$ cat config.mk
export PLATFORM = sky130hd
export DESIGN_NAME = battleship_ctrl
export DESIGN_NICKNAME = d
export VERILOG_FILES = /design/src/rtl/bship_pkg.sv /design/src/rtl/bship_repeat.sv /design/src/rtl/battleship_ctrl.sv
export SDC_FILE = /design/constraint.sdc
export NUM_CORES = 1
export LEC_CHECK = 0
export ABC_AREA = 0
export BUFFER_PORTS_ARGS = -buffer_cell sky130_fd_sc_hd__buf_2
export CAP_MARGIN = 20
export CORE_UTILIZATION = 59
export CTS_CLUSTER_SIZE = 20
export DETAILED_ROUTE_END_ITERATION = 6
export GPL_TIMING_DRIVEN = 0
export HOLD_SLACK_MARGIN = 0.06
export PLACE_DENSITY = 0.89
export SLEW_MARGIN = 40
export SYNTH_ARGS = -nofsm -noshare
export SYNTH_HDL_FRONTEND = slang
export SYNTH_HIERARCHICAL = 1
export SYNTH_SLANG_ARGS = --single-unit
export TNS_END_PERCENT = 20
$ cat constraint.sdc
create_clock -name clk -period 3.4 [get_ports clk]
set_input_delay 0.85 -clock clk [delete_from_list [all_inputs] [get_ports clk]]
set_output_delay 0.85 -clock clk [all_outputs]
set_load 0.03 [all_outputs]
$ cat src/rtl/bship_pkg.sv
// Shared phase codes, board defaults and score helpers for the battleship controller.
package bship_pkg;

    localparam int GRID_DEF  = 10;
    localparam int POS_W_DEF = 4;

    localparam logic [2:0] PH_CLEAR  = 3'd0;
    localparam logic [2:0] PH_IDLE   = 3'd1;
    localparam logic [2:0] PH_PLAY   = 3'd2;
    localparam logic [2:0] PH_FIRE   = 3'd3;
    localparam logic [2:0] PH_SETTLE = 3'd4;
    localparam logic [2:0] PH_OVER   = 3'd5;

    localparam int                   SCORE_W   = 4;
    localparam logic [SCORE_W-1:0]   SCORE_MAX = 4'd15;

    typedef struct packed {
        logic u;
        logic d;
        logic l;
        logic r;
    } dir_t;

    function automatic logic [SCORE_W-1:0] sat_inc(input logic [SCORE_W-1:0] v);
        return (v == SCORE_MAX) ? v : v + 1'b1;
    endfunction

endpackage

$ cat src/rtl/bship_repeat.sv
// Direction auto-repeat: one-cycle move on a new direction, then after REPEAT_DELAY and every REPEAT_RATE.
// move is combinational from registered hold state; no backpressure, counter runs in every phase.
module bship_repeat #(
    parameter int REPEAT_DELAY = 25000000,
    parameter int REPEAT_RATE  = 10000000
) (
    input  logic       clk,
    input  logic       reset,
    input  logic [3:0] dir,
    output logic       move
);

    localparam int HOLD_MAX = (REPEAT_DELAY > REPEAT_RATE) ? REPEAT_DELAY : REPEAT_RATE;
    localparam int CW       = $clog2(HOLD_MAX + 1);
    localparam logic [CW-1:0] DELAY_C = CW'(REPEAT_DELAY);
    localparam logic [CW-1:0] RATE_C  = CW'(REPEAT_RATE);

    logic [3:0]    dir_q;
    logic [CW-1:0] hold;
    logic          repeating;
    logic          changed;
    logic          due;

    always_comb begin
        changed = (dir != 4'd0) && (dir != dir_q);
        due     = (dir != 4'd0) && !changed && (hold == (repeating ? RATE_C : DELAY_C));
        move    = changed || due;
    end

    // hold counts cycles since the last event, so it reloads to 1 on every event
    always_ff @(posedge clk) begin
        if (!reset) begin
            dir_q     <= 4'd0;
            hold      <= '0;
            repeating <= 1'b0;
        end else begin
            dir_q <= dir;
            if (dir == 4'd0) begin
                hold      <= '0;
                repeating <= 1'b0;
            end else if (move) begin
                hold      <= CW'(1);
                repeating <= due;
            end else begin
                hold <= hold + 1'b1;
            end
        end
    end

endmodule

$ cat src/rtl/battleship_ctrl.sv
// Battleship round sequencer, cursor and tallies; all outputs registered, one-cycle bomb/clear pulses.
// Optional BSHIP_AUTO_RESTART_EN: OVER returns to CLEAR after OVER_TIMEOUT cycles without a press.
module battleship_ctrl
    import bship_pkg::*;
#(
    parameter int GRID          = GRID_DEF,
    parameter int POS_W         = POS_W_DEF,
    parameter int REPEAT_DELAY  = 25000000,
    parameter int REPEAT_RATE   = 10000000,
    parameter int CLEAR_CYCLES  = 4,
    parameter int SETTLE_CYCLES = 2,
    parameter int OVER_TIMEOUT  = 300000000
) (
    input  logic               clk,
    input  logic               reset,
    input  logic               btn_u,
    input  logic               btn_d,
    input  logic               btn_l,
    input  logic               btn_r,
    input  logic               btn_c,
    input  logic               win,
    input  logic               lose,
    output logic [POS_W-1:0]   sprite_row,
    output logic [POS_W-1:0]   sprite_col,
    output logic               bomb,
    output logic               game_clear,
    output logic [2:0]         phase,
    output logic [SCORE_W-1:0] wins,
    output logic [SCORE_W-1:0] losses
);

    localparam logic [POS_W-1:0] POS_MAX = POS_W'(GRID - 1);
    localparam int CNT_MAX = (CLEAR_CYCLES > SETTLE_CYCLES) ? CLEAR_CYCLES : SETTLE_CYCLES;
    localparam int CW      = $clog2(CNT_MAX + 1);
    localparam logic [CW-1:0] CLEAR_LAST  = CW'(CLEAR_CYCLES - 1);
    localparam logic [CW-1:0] SETTLE_LAST = CW'(SETTLE_CYCLES - 1);

    dir_t             dir;
    logic             move;
    logic             btn_c_q;
    logic             c_edge;
    logic [CW-1:0]    cnt;
    logic [POS_W-1:0] row_mv;
    logic [POS_W-1:0] col_mv;

`ifdef BSHIP_AUTO_RESTART_EN
    localparam int TW = $clog2(OVER_TIMEOUT + 1);
    localparam logic [TW-1:0] OVER_LAST = TW'(OVER_TIMEOUT - 1);
    logic [TW-1:0] over_tmr;
`endif

    assign dir    = {btn_u, btn_d, btn_l, btn_r};
    assign c_edge = btn_c && !btn_c_q;

    bship_repeat #(
        .REPEAT_DELAY (REPEAT_DELAY),
        .REPEAT_RATE  (REPEAT_RATE)
    ) u_repeat (
        .clk   (clk),
        .reset (reset),
        .dir   (dir),
        .move  (move)
    );

    // opposing buttons on one axis cancel; each axis wraps independently
    always_comb begin
        row_mv = sprite_row;
        col_mv = sprite_col;
        if (dir.u && !dir.d)
            row_mv = (sprite_row == '0) ? POS_MAX : sprite_row - 1'b1;
        else if (dir.d && !dir.u)
            row_mv = (sprite_row == POS_MAX) ? '0 : sprite_row + 1'b1;
        if (dir.l && !dir.r)
            col_mv = (sprite_col == '0) ? POS_MAX : sprite_col - 1'b1;
        else if (dir.r && !dir.l)
            col_mv = (sprite_col == POS_MAX) ? '0 : sprite_col + 1'b1;
    end

    always_ff @(posedge clk) begin
        if (!reset) begin
            phase      <= PH_CLEAR;
            cnt        <= '0;
            sprite_row <= '0;
            sprite_col <= '0;
            bomb       <= 1'b0;
            game_clear <= 1'b1;
            wins       <= '0;
            losses     <= '0;
            btn_c_q    <= 1'b1;
`ifdef BSHIP_AUTO_RESTART_EN
            over_tmr   <= '0;
`endif
        end else begin
            btn_c_q <= btn_c;
            bomb    <= 1'b0;
            case (phase)
                PH_CLEAR: begin
                    if (cnt == CLEAR_LAST) begin
                        phase      <= PH_IDLE;
                        cnt        <= '0;
                        game_clear <= 1'b0;
                    end else begin
                        cnt <= cnt + 1'b1;
                    end
                end
                PH_IDLE: begin
                    if (c_edge) begin
                        phase      <= PH_PLAY;
                        sprite_row <= '0;
                        sprite_col <= '0;
                    end
                end
                PH_PLAY: begin
                    if (win || lose) begin
                        phase <= PH_OVER;
                        if (win) wins   <= sat_inc(wins);
                        else     losses <= sat_inc(losses);
`ifdef BSHIP_AUTO_RESTART_EN
                        over_tmr <= '0;
`endif
                    end else if (c_edge) begin
                        phase <= PH_FIRE;
                        bomb  <= 1'b1;
                    end else if (move) begin
                        sprite_row <= row_mv;
                        sprite_col <= col_mv;
                    end
                end
                PH_FIRE: begin
                    phase <= PH_SETTLE;
                    cnt   <= '0;
                end
                PH_SETTLE: begin
                    if (cnt == SETTLE_LAST) phase <= PH_PLAY;
                    else                    cnt   <= cnt + 1'b1;
                end
                PH_OVER: begin
                    if (c_edge) begin
                        phase      <= PH_CLEAR;
                        cnt        <= '0;
                        game_clear <= 1'b1;
                    end
`ifdef BSHIP_AUTO_RESTART_EN
                    else if (over_tmr == OVER_LAST) begin
                        phase      <= PH_CLEAR;
                        cnt        <= '0;
                        game_clear <= 1'b1;
                    end else begin
                        over_tmr <= over_tmr + 1'b1;
                    end
`endif
                end
                default: begin
                    phase      <= PH_CLEAR;
                    cnt        <= '0;
                    game_clear <= 1'b1;
                end
            endcase
        end
    end

endmodule

==> results of run 1 <==
worst register-to-register path, delay by kind of cell, from the launching register on:
| family | cells | cell delay, ps |
|---|---|---|
| AOI/OAI and AO/OA | 5 | 1490 |
| DFF | 1 | 350 |
| and+or+nand+nor | 3 | 880 |
| buffers and inverters | 1 | 260 |
cells in the final DEF, fill, tap and decap left out, types with 3 or more instances in the layout:
| cell type | synthesis | routed |
|---|---|---|
| dfxtp_1 | 55 | 55 |
| buf_2 | 1 | 30 |
| nor3_1 | 30 | 30 |
| nand2_1 | 25 | 25 |
| nor2_1 | 19 | 19 |
| xnor2_1 | 17 | 17 |
| ha_1 | 16 | 16 |
| inv_1 | 15 | 15 |
| clkbuf_1 | 14 | 15 |
| nand3_1 | 15 | 15 |
| xor2_1 | 15 | 15 |
| a21oi_1 | 15 | 15 |
| and3_1 | 9 | 9 |
| nand2b_1 | 8 | 8 |
| nand4_1 | 8 | 8 |
| nor2b_1 | 7 | 7 |
| o21ai_0 | 7 | 7 |
| clkbuf_8 | 0 | 7 |
| o21ai_1 | 6 | 6 |
| nand3b_1 | 5 | 5 |
| a31oi_1 | 4 | 4 |
| nor3b_1 | 4 | 4 |
| o211ai_1 | 4 | 4 |
| nor4_1 | 4 | 4 |
| and2_1 | 4 | 4 |
| or3b_1 | 3 | 3 |
| a311oi_1 | 3 | 3 |
| a211oi_1 | 3 | 3 |
| or4b_1 | 3 | 3 |
| or4_1 | 3 | 3 |
synth_stat cells, types with 5 or more instances:
library cell  instances
dfxtp_1              55
nor3_1               30
nand2_1              25
nor2_1               19
xnor2_1              17
ha_1                 16
a21oi_1              15
inv_1                15
nand3_1              15
xor2_1               15
clkbuf_1             14
and3_1                9
nand2b_1              8
nand4_1               8
nor2b_1               7
o21ai_0               7
o21ai_1               6
nand3b_1              5
cells by family after synthesis:
kind of cell	synth area share, %
multiplexers	0.960
AND/OR/NAND/NOR	30.5
flip-flops	33.8
adder cells (fa/ha/maj)	6.14
AO/OA/AOI/OAI	15.2
buffers and inverters	4.88
XOR/XNOR	8.60
power breakdown:
part           leakage, nW  internal (W)  switching (W)
clock               0.0515      0.000186       0.000203
combinational        0.791      0.000143       0.000236
sequential           0.446      0.000680      0.0000377
total                 1.29       0.00101       0.000477
through the flow:
stage | worst slack, ps | area (um^2) | instances | power [W]
3_5_place_dp | 82.1 | 3490 | 475 | 0.00110
3_3_place_gp | 144 | 3490 | 475 | 0.00108
4_1_cts | 379 | 3590 | 483 | 0.00149
5_1_grt | 208 | 3590 | 483 | 0.00156
2_1_floorplan | 583 | 3260 | 376 | 0.00100
6_report | 345 | 3590 | 483 | 0.00149
routing by layer:
metal | up-vias | global-route usage, % | part of all wire, %
li1 | 1446 | - | -
met1 | 1404 | 32.4 | 44
met2 | 88 | 47.1 | 49
met3 | 12 | 3.83 | 5.4
met4 | 0 | 8.08 | 1.4
met5 | - | 0 | 0
flip-flops by register name, summed over array words and instances (netlist names):
signal              cells
bomb                    1
btn_c_q                 1
cnt                     3
game_clear              1
losses                  4
phase                   3
sprite_col              4
sprite_row              4
u_repeat/dir_q          4
u_repeat/hold          25
u_repeat/repeating      1
wins                    4
worst max-delay path by stage:
stage	to	slack, ps	depth (start not counted)	start
2_1_floorplan	sprite_row[2]$_SDFFE_PN0P_	580	8	btn_l
4_1_cts	sprite_row[2]$_SDFFE_PN0P_	380	9	u_repeat/hold[4]$_SDFF_PP0_
3_3_place_gp	sprite_row[2]$_SDFFE_PN0P_	140	10	btn_u
6_report	sprite_row[2]$_SDFFE_PN0P_	350	9	btn_l
5_1_grt	sprite_row[3]$_SDFFE_PN0P_	210	10	btn_l
3_5_place_dp	sprite_row[2]$_SDFFE_PN0P_	80	10	btn_u
final cells by class:
type                       count  area [um^2]  area share (%)
multi-input combinational    285         2000            55.6
tap                           70         87.6            2.44
buffer                        20         98.8            2.75
clock buffer                   8          100            2.79
sequential                    55         1100            30.7
inverter                      16         60.1            1.67
timing repair buffer          29          145            4.04
==> impl_metrics.csv, run 1 <==
group,metric,value,unit
final_layout,nFillCells,422,
timing,fmax,327,MHz
floorplanning,rows,26,
critical_path,cp_data_required_time,3630,ps
drt,post-route-drc-count,0,
floorplanning,start_util,62.6,%
critical_path,rr_startpoint,"u_repeat/hold[4]$_SDFF_PP0_",
synth,syn_nets,401,
critical_path,slowest_stage,"or4_1",
timing,drv_slew,0,
critical_path,cp_top_family,"compound AO/OA/AOI/OAI gates",
synth,ys_warn_count,6,
drt,drt-initial-drc-count,267,
floorplanning,core_area,5200,um^2
synth,async_reset_ff_share,0,%
critical_path,reg2reg_depth,9,
run_status,status,"complete, no violations",
power_and_ir_drop,peakVddDrop,0.365,mV
global_route,grt_pass1_vias,2782,
clocking,cts_resized,0,
final_layout,syn2layout_area_growth,10.2,%
critical_path,cpPeakStageDelay,620,ps
place,place_congestion,0.838,
synth,yosysSeqAreaShare,33.8,%
timing,skew,6.86,ps
timing,hold_violations,0,
synth,syn-cell-area,3260,um^2
floorplanning,io_pins,30,
timing,rsz0062_at_grt,"false",
hold_path,min_to,"game_clear$_SDFFE_PN1P_",
synth,synth.ff_latch_count,55,
synth,synth_edf_count,0,
final_layout,drive_above_1_share,13.6,%
timing,worst_pin_slew,756,ps
synth,ys.flop_type,"dfxtp_1",
global_route,track_usage,26.3,%
place,dp_hpwl,5320,um
critical_path,crit_buf_inv,2,
clocking,clock_path_buffers,2,
timing,setup_viol,0,
critical_path,endpoint_kind,"register",
drt,post_drt_via_cell_ratio,6.11,
global_route,grt_pass1_wl,12600,um
final_layout,num_antenna_cells,0,
critical_path,startpoint_type,"primary input",
final_layout,fin_nets,437,
global_route,antenna_found_initial,0,
clocking,htree_levels,2,
clocking,cts_tree,"done",
hold_path,hold_path.class,"register to register",
hold_path,whs_path_depth,2,
floorplanning,die_x,76.3,um
clocking,cts_setup_buffers,0,
job,drv_cap,0,
synth,synth_cell_types,70,
synth,avgSynthCellArea,8.67,um^2
drt,routed_wl,7520,um
clocking,clk_pin_slew,90,ps
synth,synth_area_leaders,"dfxtp_1, ha_1, nor3_1, xnor2_1, xor2_1",
critical_path,timing.rr.end,"sprite_row[2]$_SDFFE_PN0P_",
clocking,cts-hold-fix-buffers,0,
timing,tns,0,ps
timing,fin_crit,3050,ps
critical_path,crit_fanout,12,
drt,wl_per_cell,15.6,um
power_and_ir_drop,leakagePower,1.29,nW
floorplanning,die_area,5820,um^2
drt,drtAntennaViolNets,0,
clocking,root_buffer,"clkbuf_8",
drt,vias,2950,
critical_path,critical_path_class,"primary input to register",
clocking,insertion_delay,310,ps
place,port-buffer-count,29,
timing,max_slew_margin,49.4,%
clocking,cts_inserted_buffers,5,
hold_path,hold_start,"game_clear$_SDFFE_PN1P_",
global_route,overflow,0,
critical_path,crit_chain,"buf_2 > or4_1 > nand2_1 > o31ai_4 > buf_4 > and4bb_1 > a31oi_1 > o21ai_1 > a211oi_2",
clocking,cts_num_sinks,55,
critical_path,rrSetupSlack,350,ps
timing,finalCritPeriodShare,89.9,%
power_and_ir_drop,p_per_area,414,nW/um^2
global_route,grt_max_degree,16,
synth,synth_top_area_share,33.8,%
final_layout,final_util,69.0,%
synth,syn_inst,376,
critical_path,critPathArrivalTime,3290,ps
synth,synth_largest_area_cell,"dfxtp_1",
floorplanning,die_h,76.3,um
timing,whs,511,ps
drt,first_pass_iters,5,
Note: power is estimated with default switching activity, not from simulation.
==> inputs of run 2 (changes only) <==
Settings changed: ABC_AREA 0 to 1, ABC_CLOCK_PERIOD_IN_PS from default to 3400, CORE_UTILIZATION 59 to 60, PLACE_DENSITY 0.89 to 0.9.
==> run 2 against run 1 <==
  * Non-clock buffer count shrank 14
  * Critical path depth grew 6
  * Fmax grew 43%
  * Synthesized cell count grew 36%
  * Final area grew 4.5%
  * Via count grew 9.5%
  * Register-to-register slack gained 960 ps
  * Flip-flop and latch count is the same
  * Global-route usage shrank 0.41 points
  * Critical path type unchanged
==> impl_metrics.csv, run 2 <==
group,metric,value,unit
synth,syn_nets,538,
synth,synth_top_family_by_area,"simple AND/OR/NAND/NOR gates",
power_and_ir_drop,p_sw_share,42.8,%
critical_path,timing.rr.end,"sprite_col[1]$_SDFFE_PN0P_",
synth,syn-cell-area,3430,um^2
synth,ys.flop_type,"dfxtp_1",
synth,synth_edf_count,0,
final_layout,top_register,"u_repeat/hold",
power_and_ir_drop,seqPwrFrac,40.2,%
global_route,grt_max_degree,17,
timing,setup_viol,0,
clocking,cts_num_sinks,55,
critical_path,crit_chain,"buf_2 > xor2_1 > nor2_1 > nand2_1 > nor2_1 > nand2_2 > nand2_1 > nand3b_1 > nand2_2 > inv_1 > nand2_1 > nor2_2 > nand2_1 > nand2_1 > nor2_1",
floorplanning,core_area,5510,um^2
final_layout,drive_above_1_share,15.1,%
clocking,clock_path_buffers,2,
critical_path,crit_fanout,4,
clocking,cts_setup_buffers,0,
synth,synth.ff_latch_count,55,
synth,yosys.area_share.simple,39.7,%
synth,synthXorXnorAreaFrac,5.36,%
synth,synth_common_cells,"nand2_1, nor2_1, inv_1, dfxtp_1, nand3_1",
timing,tns,0,ps
synth,synth_top_area_share,32.1,%
critical_path,critical_path_class,"primary input to register",
synth,syn_inst,513,
final_layout,largest_reg_flops,25,
global_route,antenna_found_initial,0,
place,preCtsSetupSlack,974,ps
final_layout,num_antenna_cells,0,
synth,avgSynthCellArea,6.69,um^2
synth,synth_cell_types,30,
power_and_ir_drop,p_int,0.00114,W
final_layout,syn2layout_area_growth,9.33,%
floorplanning,start_util,62.3,%
clocking,cts_resized,0,
global_route,overflow,0,
floorplanning,die_x,77.6,um
synth,async_reset_ff_share,0,%
clocking,insertion_delay,300,ps
critical_path,startpoint,"btn_u",
critical_path,cp_data_required_time,3600,ps
critical_path,rrSetupSlack,1310,ps
hold_path,hold_path.class,"register to register",
floorplanning,rows,27,
critical_path,critPathArrivalTime,2340,ps
critical_path,crit_end,"sprite_col[1]$_SDFFE_PN0P_",
drt,vias,3231,
timing,finalCritPeriodShare,62.8,%
critical_path,cpPeakStageDelay,160,ps
job,drv_cap,0,
critical_path,reg2reg_depth,16,
timing,whs,477,ps
power_and_ir_drop,leakagePower,1.70,nW
global_route,grt_pass1_wl,12700,um
drt,post-route-drc-count,0,
drt,drt-initial-drc-count,190,
final_layout,final_util,68.1,%
global_route,track_usage,25.9,%
timing,drv_slew,0,
clocking,root_buffer,"clkbuf_8",
synth,synthMuxAreaShare,0,%
critical_path,critPathMostFrequentCell,"nand2_1",
drt,first_pass_iters,5,
final_layout,final_common_cell,"nand2_1",
timing,hold_violations,0,
clocking,cts_inserted_buffers,5,
timing,max_slew_margin,72.8,%
power_and_ir_drop,clkPwrFrac,17.5,%
power_and_ir_drop,p_comb_share,42.3,%
drt,post_drt_via_cell_ratio,5.19,
power_and_ir_drop,p_per_area,533,nW/um^2
floorplanning,die_area,6030,um^2
critical_path,rr_startpoint,"u_repeat/hold[0]$_SDFF_PP0_",
clocking,clk_pin_slew,100,ps
synth,synth_most_common_cell,"nand2_1",
final_layout,layout_common_cells,"nand2_1, nor2_1, inv_1",
drt,routed_wl,7370,um
synth,synthAdderAreaFrac,5.83,%
power_and_ir_drop,p_sw,0.000856,W
clocking,htree_levels,2,
power_and_ir_drop,peakVddDrop,0.540,mV
run_status,status,"complete, no violations",
timing,fin_ws,1270,ps
drt,wl_per_cell,11.8,um
synth,ys_warn_count,6,
drt,drtAntennaViolNets,0,
timing,skew,9.30,ps
synth,synth_largest_area_cell,"dfxtp_1",
place,port-buffer-count,29,
critical_path,slowest_stage,"xor2_1",
place,place_congestion,0.928,
place,dp_hpwl,5690,um
synth,synth_compound_area_share,7.47,%
final_layout,fin_nets,574,
synth,yosysSeqAreaShare,32.1,%
floorplanning,io_pins,30,
clocking,cts-hold-fix-buffers,0,
timing,fin_crit,2130,ps
timing,worst_pin_slew,407,ps
floorplanning,die_h,77.6,um
clocking,cts_tree,"done",
global_route,grt_pass1_vias,3024,
critical_path,endpoint_kind,"register",
synth,synth_area_leaders,"dfxtp_1, nand2_1, nor2_1, inv_1, nand3_1",
critical_path,startpoint_type,"primary input",
timing,fmax,469,MHz
timing,rsz0062_at_grt,"false",
-- run 2: worst min-delay path by stage --
| stage | from | cells past startpoint | endpoint |
|---|---|---|---|
| detailed placement | game_clear$_SDFFE_PN1P_ | 2 | game_clear$_SDFFE_PN1P_ |
| global placement | game_clear$_SDFFE_PN1P_ | 2 | game_clear$_SDFFE_PN1P_ |
| finish | game_clear$_SDFFE_PN1P_ | 2 | game_clear$_SDFFE_PN1P_ |
| floorplan | cnt[1]$_SDFFE_PN0P_ | 2 | cnt[1]$_SDFFE_PN0P_ |
| CTS | game_clear$_SDFFE_PN1P_ | 2 | game_clear$_SDFFE_PN1P_ |
| global route | game_clear$_SDFFE_PN1P_ | 2 | game_clear$_SDFFE_PN1P_ |
-- run 2: power groups by stage --
stage | registers [W] | clock network [W] | logic, W
finish | 0.000805 | 0.000350 | 0.000846
global route | 0.000817 | 0.000394 | 0.000960
CTS | 0.000804 | 0.000362 | 0.000843
detailed placement | 0.000818 | 0 | 0.000836
global placement | 0.000812 | 0 | 0.000806
floorplan | 0.000907 | 0 | 0.000559
-- run 2: metal layers --
layer  track usage, %  vias to the layer above  share of wire [%]
met4             8.11                        0                1.4
met1             29.5                     1450                 42
li1                 -                     1683                  -
met3             3.76                        8                4.3
met2             49.2                       90                 52
met5                0                        -                  0
-- run 2: cell families after synthesis --
logic type / after synthesis
simple gates: 290
compound gates: 49
flops: 55
buf+inv: 82
xor+xnor: 21
fa+ha+maj: 16
-- run 2: cell type report --
class | count | area [um^2]
multi-input combinational | 376 | 2000
fill | 442 | 1750
timing repair buffer | 29 | 145
clock inverter | 2 | 12.5
tap | 72 | 90.1
sequential | 55 | 1100
buffer | 6 | 43.8
inverter | 76 | 285
clock buffer | 6 | 72.6
-- run 2: metrics by stage --
step	cell area [um^2]	power [W]	instances
floorplan	3430	0.00147	513
global placement	3670	0.00162	614
detailed placement	3670	0.00165	614
CTS	3750	0.00201	622
global route	3750	0.00217	622
finish	3750	0.00200	622
-- run 2: critical path, delay by kind of cell --
family	cells	cell delay [ps]
xor+xnor	1	160
buf+inv	2	200
simple gates	12	1130
==> inputs of run 3 (changes only) <==
Settings changed: ABC_CLOCK_PERIOD_IN_PS 3400 to 1800, CORE_UTILIZATION 60 to 54, PLACE_DENSITY 0.9 to 0.86.
Clock period 3.4 ns to 1.8 ns, I/O delays scaled along.
==> run 3 against run 2 <==
  * The run now ends with setup timing left
  * Worst hold slack worse by 130 ps
  * Flip-flop and latch count stayed put
  * First-iteration DRC count decreased by 17%
  * Worst setup slack lost 1300 ps
  * Clock-buffer cell count grew 1
  * Register-to-register slack worse by 1400 ps
  * Via count rose by 1.5%
  * Critical path depth is the same
  * Critical endpoint is now sprite_col[2]$_SDFFE_PN0P_
  * Largest cell class unchanged
  * Highest routed layer unchanged
==> impl_metrics.csv, run 3 (synthesized netlist as in run 2, its figures left out) <==
group,metric,value,unit
floorplanning,die_h,81.7,um
timing,rsz0062_at_grt,"true",
place,dp_cells,617,
place,port-buffer-count,29,
clocking,clk_pin_slew,90,ps
timing,tns,-160,ps
global_route,antenna_found_initial,0,
run_status,status,"finished, violations left",
final_layout,final_common_cell,"nand2_1",
power_and_ir_drop,leakagePower,1.73,nW
final_layout,finalNonFillerCells,629,
final_layout,num_antenna_cells,0,
clocking,htree_levels,2,
clocking,insertion_delay,320,ps
hold_path,hold_path.class,"primary input to register",
critical_path,endpoint_kind,"register",
clocking,cts_num_sinks,55,
global_route,grt_pass1_wl,12500,um
critical_path,startpoint_type,"register",
run_status,violations,"setup timing",
global_route,grt_max_degree,16,
hold_path,hold_start,"btn_c",
timing,fin_ws,-63.3,ps
clocking,cts_tree,"done",
final_layout,layout_common_cells,"nand2_1, nor2_1, inv_1",
clocking,cts-hold-fix-buffers,0,
clocking,root_buffer,"clkbuf_8",
timing,drv_slew,0,
timing,whs,349,ps
critical_path,cp_data_required_time,2010,ps
drt,post-route-drc-count,0,
place,place_congestion,0.941,
power_and_ir_drop,p_per_area,995,nW/um^2
drt,post_drt_via_cell_ratio,5.22,
drt,routed_wl,7520,um
drt,drt-initial-drc-count,158,
timing,fmax,537,MHz
floorplanning,core_area,6030,um^2
drt,first_pass_iters,5,
floorplanning,io_pins,30,
drt,wl_per_cell,12.0,um
power_and_ir_drop,peakVddDrop,1.02,mV
critical_path,critPathArrivalTime,2080,ps
global_route,track_usage,24.1,%
clocking,clock_path_buffers,2,
timing,setup_viol,5,
critical_path,critical_path_class,"register to register",
drt,vias,3281,
clocking,cts_inserted_buffers,5,
global_route,overflow,0,
global_route,grt_pass1_vias,2934,
final_layout,fin_nets,578,
floorplanning,die_x,81.7,um
critical_path,rr_startpoint,"u_repeat/repeating$_SDFFE_PP0P_",
drt,drtAntennaViolNets,0,
floorplanning,die_area,6680,um^2
critical_path,crit_fanout,6,
critical_path,startpoint,"u_repeat/repeating$_SDFFE_PP0P_",
floorplanning,start_util,57.0,%
final_layout,syn2layout_area_growth,12.1,%
timing,skew,7.81,ps
timing,hold_violations,0,
final_layout,largest_reg_flops,25,
timing,fin_crit,1860,ps
timing,finalCritPeriodShare,104,%
timing,worst_pin_slew,432,ps
floorplanning,rows,28,
place,dp_hpwl,5670,um
final_layout,top_register,"u_repeat/hold",
job,drv_cap,0,
final_layout,drive_above_1_share,20.4,%
timing,max_slew_margin,71.2,%
-- run 3: cell types whose count changed in the layout (fill, tap and decap cells not counted), moves of 2 or more --
| cell | before | now |
|---|---|---|
| buf_4 | 1 | 5 |
| dfxtp_1 | 55 | 44 |
| dfxtp_2 | 0 | 10 |
| inv_1 | 69 | 62 |
| inv_2 | 7 | 14 |
| nand2_1 | 107 | 103 |
| nand2_2 | 10 | 13 |
| nor2_1 | 89 | 87 |
-- run 3: worst paths after layout --
kind | cells after the start | to | slack [ps]
max | 15 | sprite_col[2]$_SDFFE_PN0P_ | -60
min | 3 | btn_c_q$_SDFF_PN1_ | 350
max reg2reg | 15 | sprite_col[2]$_SDFFE_PN0P_ | -60
min reg2reg | 2 | game_clear$_SDFFE_PN1P_ | 470
-- run 3: final cells by class --
| cell class | instances | area [um^2] |
|---|---|---|
| buffer | 6 | 43.8 |
| clock buffer | 7 | 76.3 |
| clock inverter | 1 | 5.00 |
| fill | 527 | 2180 |
| inverter | 76 | 285 |
| multi-input combinational | 376 | 2050 |
| sequential | 55 | 1120 |
| tap | 75 | 93.8 |
| timing repair buffer | 33 | 175 |
-- run 3: worst max-delay path, stage by stage, from the launching register on --
cell and delay [ps]:
dfxtp_4 380, inv_2 90, nand2_1 50, nand2_1 50, nand2_1 50, inv_1 50, nand3_1 110, nor2_2 150
nand2_2 110, nand2_2 80, nand3b_1 130, nand2_2 90, inv_2 90, nand3_1 130, o21ai_1 160, nor2_1 50
-- run 3: power breakdown --
group	switching, W	internal, W	leakage (nW)
clock network	0.000394	0.000274	0.0422
registers	0.000163	0.00136	0.453
logic	0.00109	0.000549	1.24
total	0.00165	0.00218	1.73
-- run 3: per-stage QoR --
stage	utilization, %	total power [W]	cell area (um^2)	setup slack (ps)
floorplan	-	0.00277	3430	75.4
global placement	60.9	0.00306	3670	-190
detailed placement	60.9	0.00312	3670	-259
CTS	63.4	0.00382	3820	-54.6
global route	63.8	0.00411	3850	-249
finish	63.8	0.00383	3850	-63.3
-- run 3: layer usage --
layer	global-route usage (%)	part of all wire, %	vias up
met4	10.9	2.5	0
met2	43.3	49	89
met1	27.4	44	1479
li1	-	-	1692
met5	0	0	-
met3	4.56	4.1	21
-- run 3: timing repair --
item	4_1_cts	5_1_grt
setup endpoints to repair	8	9
buffers inserted	3	1
resized for setup	22	10
endpoints found under the hold margin	0	0
pin swaps	9	15
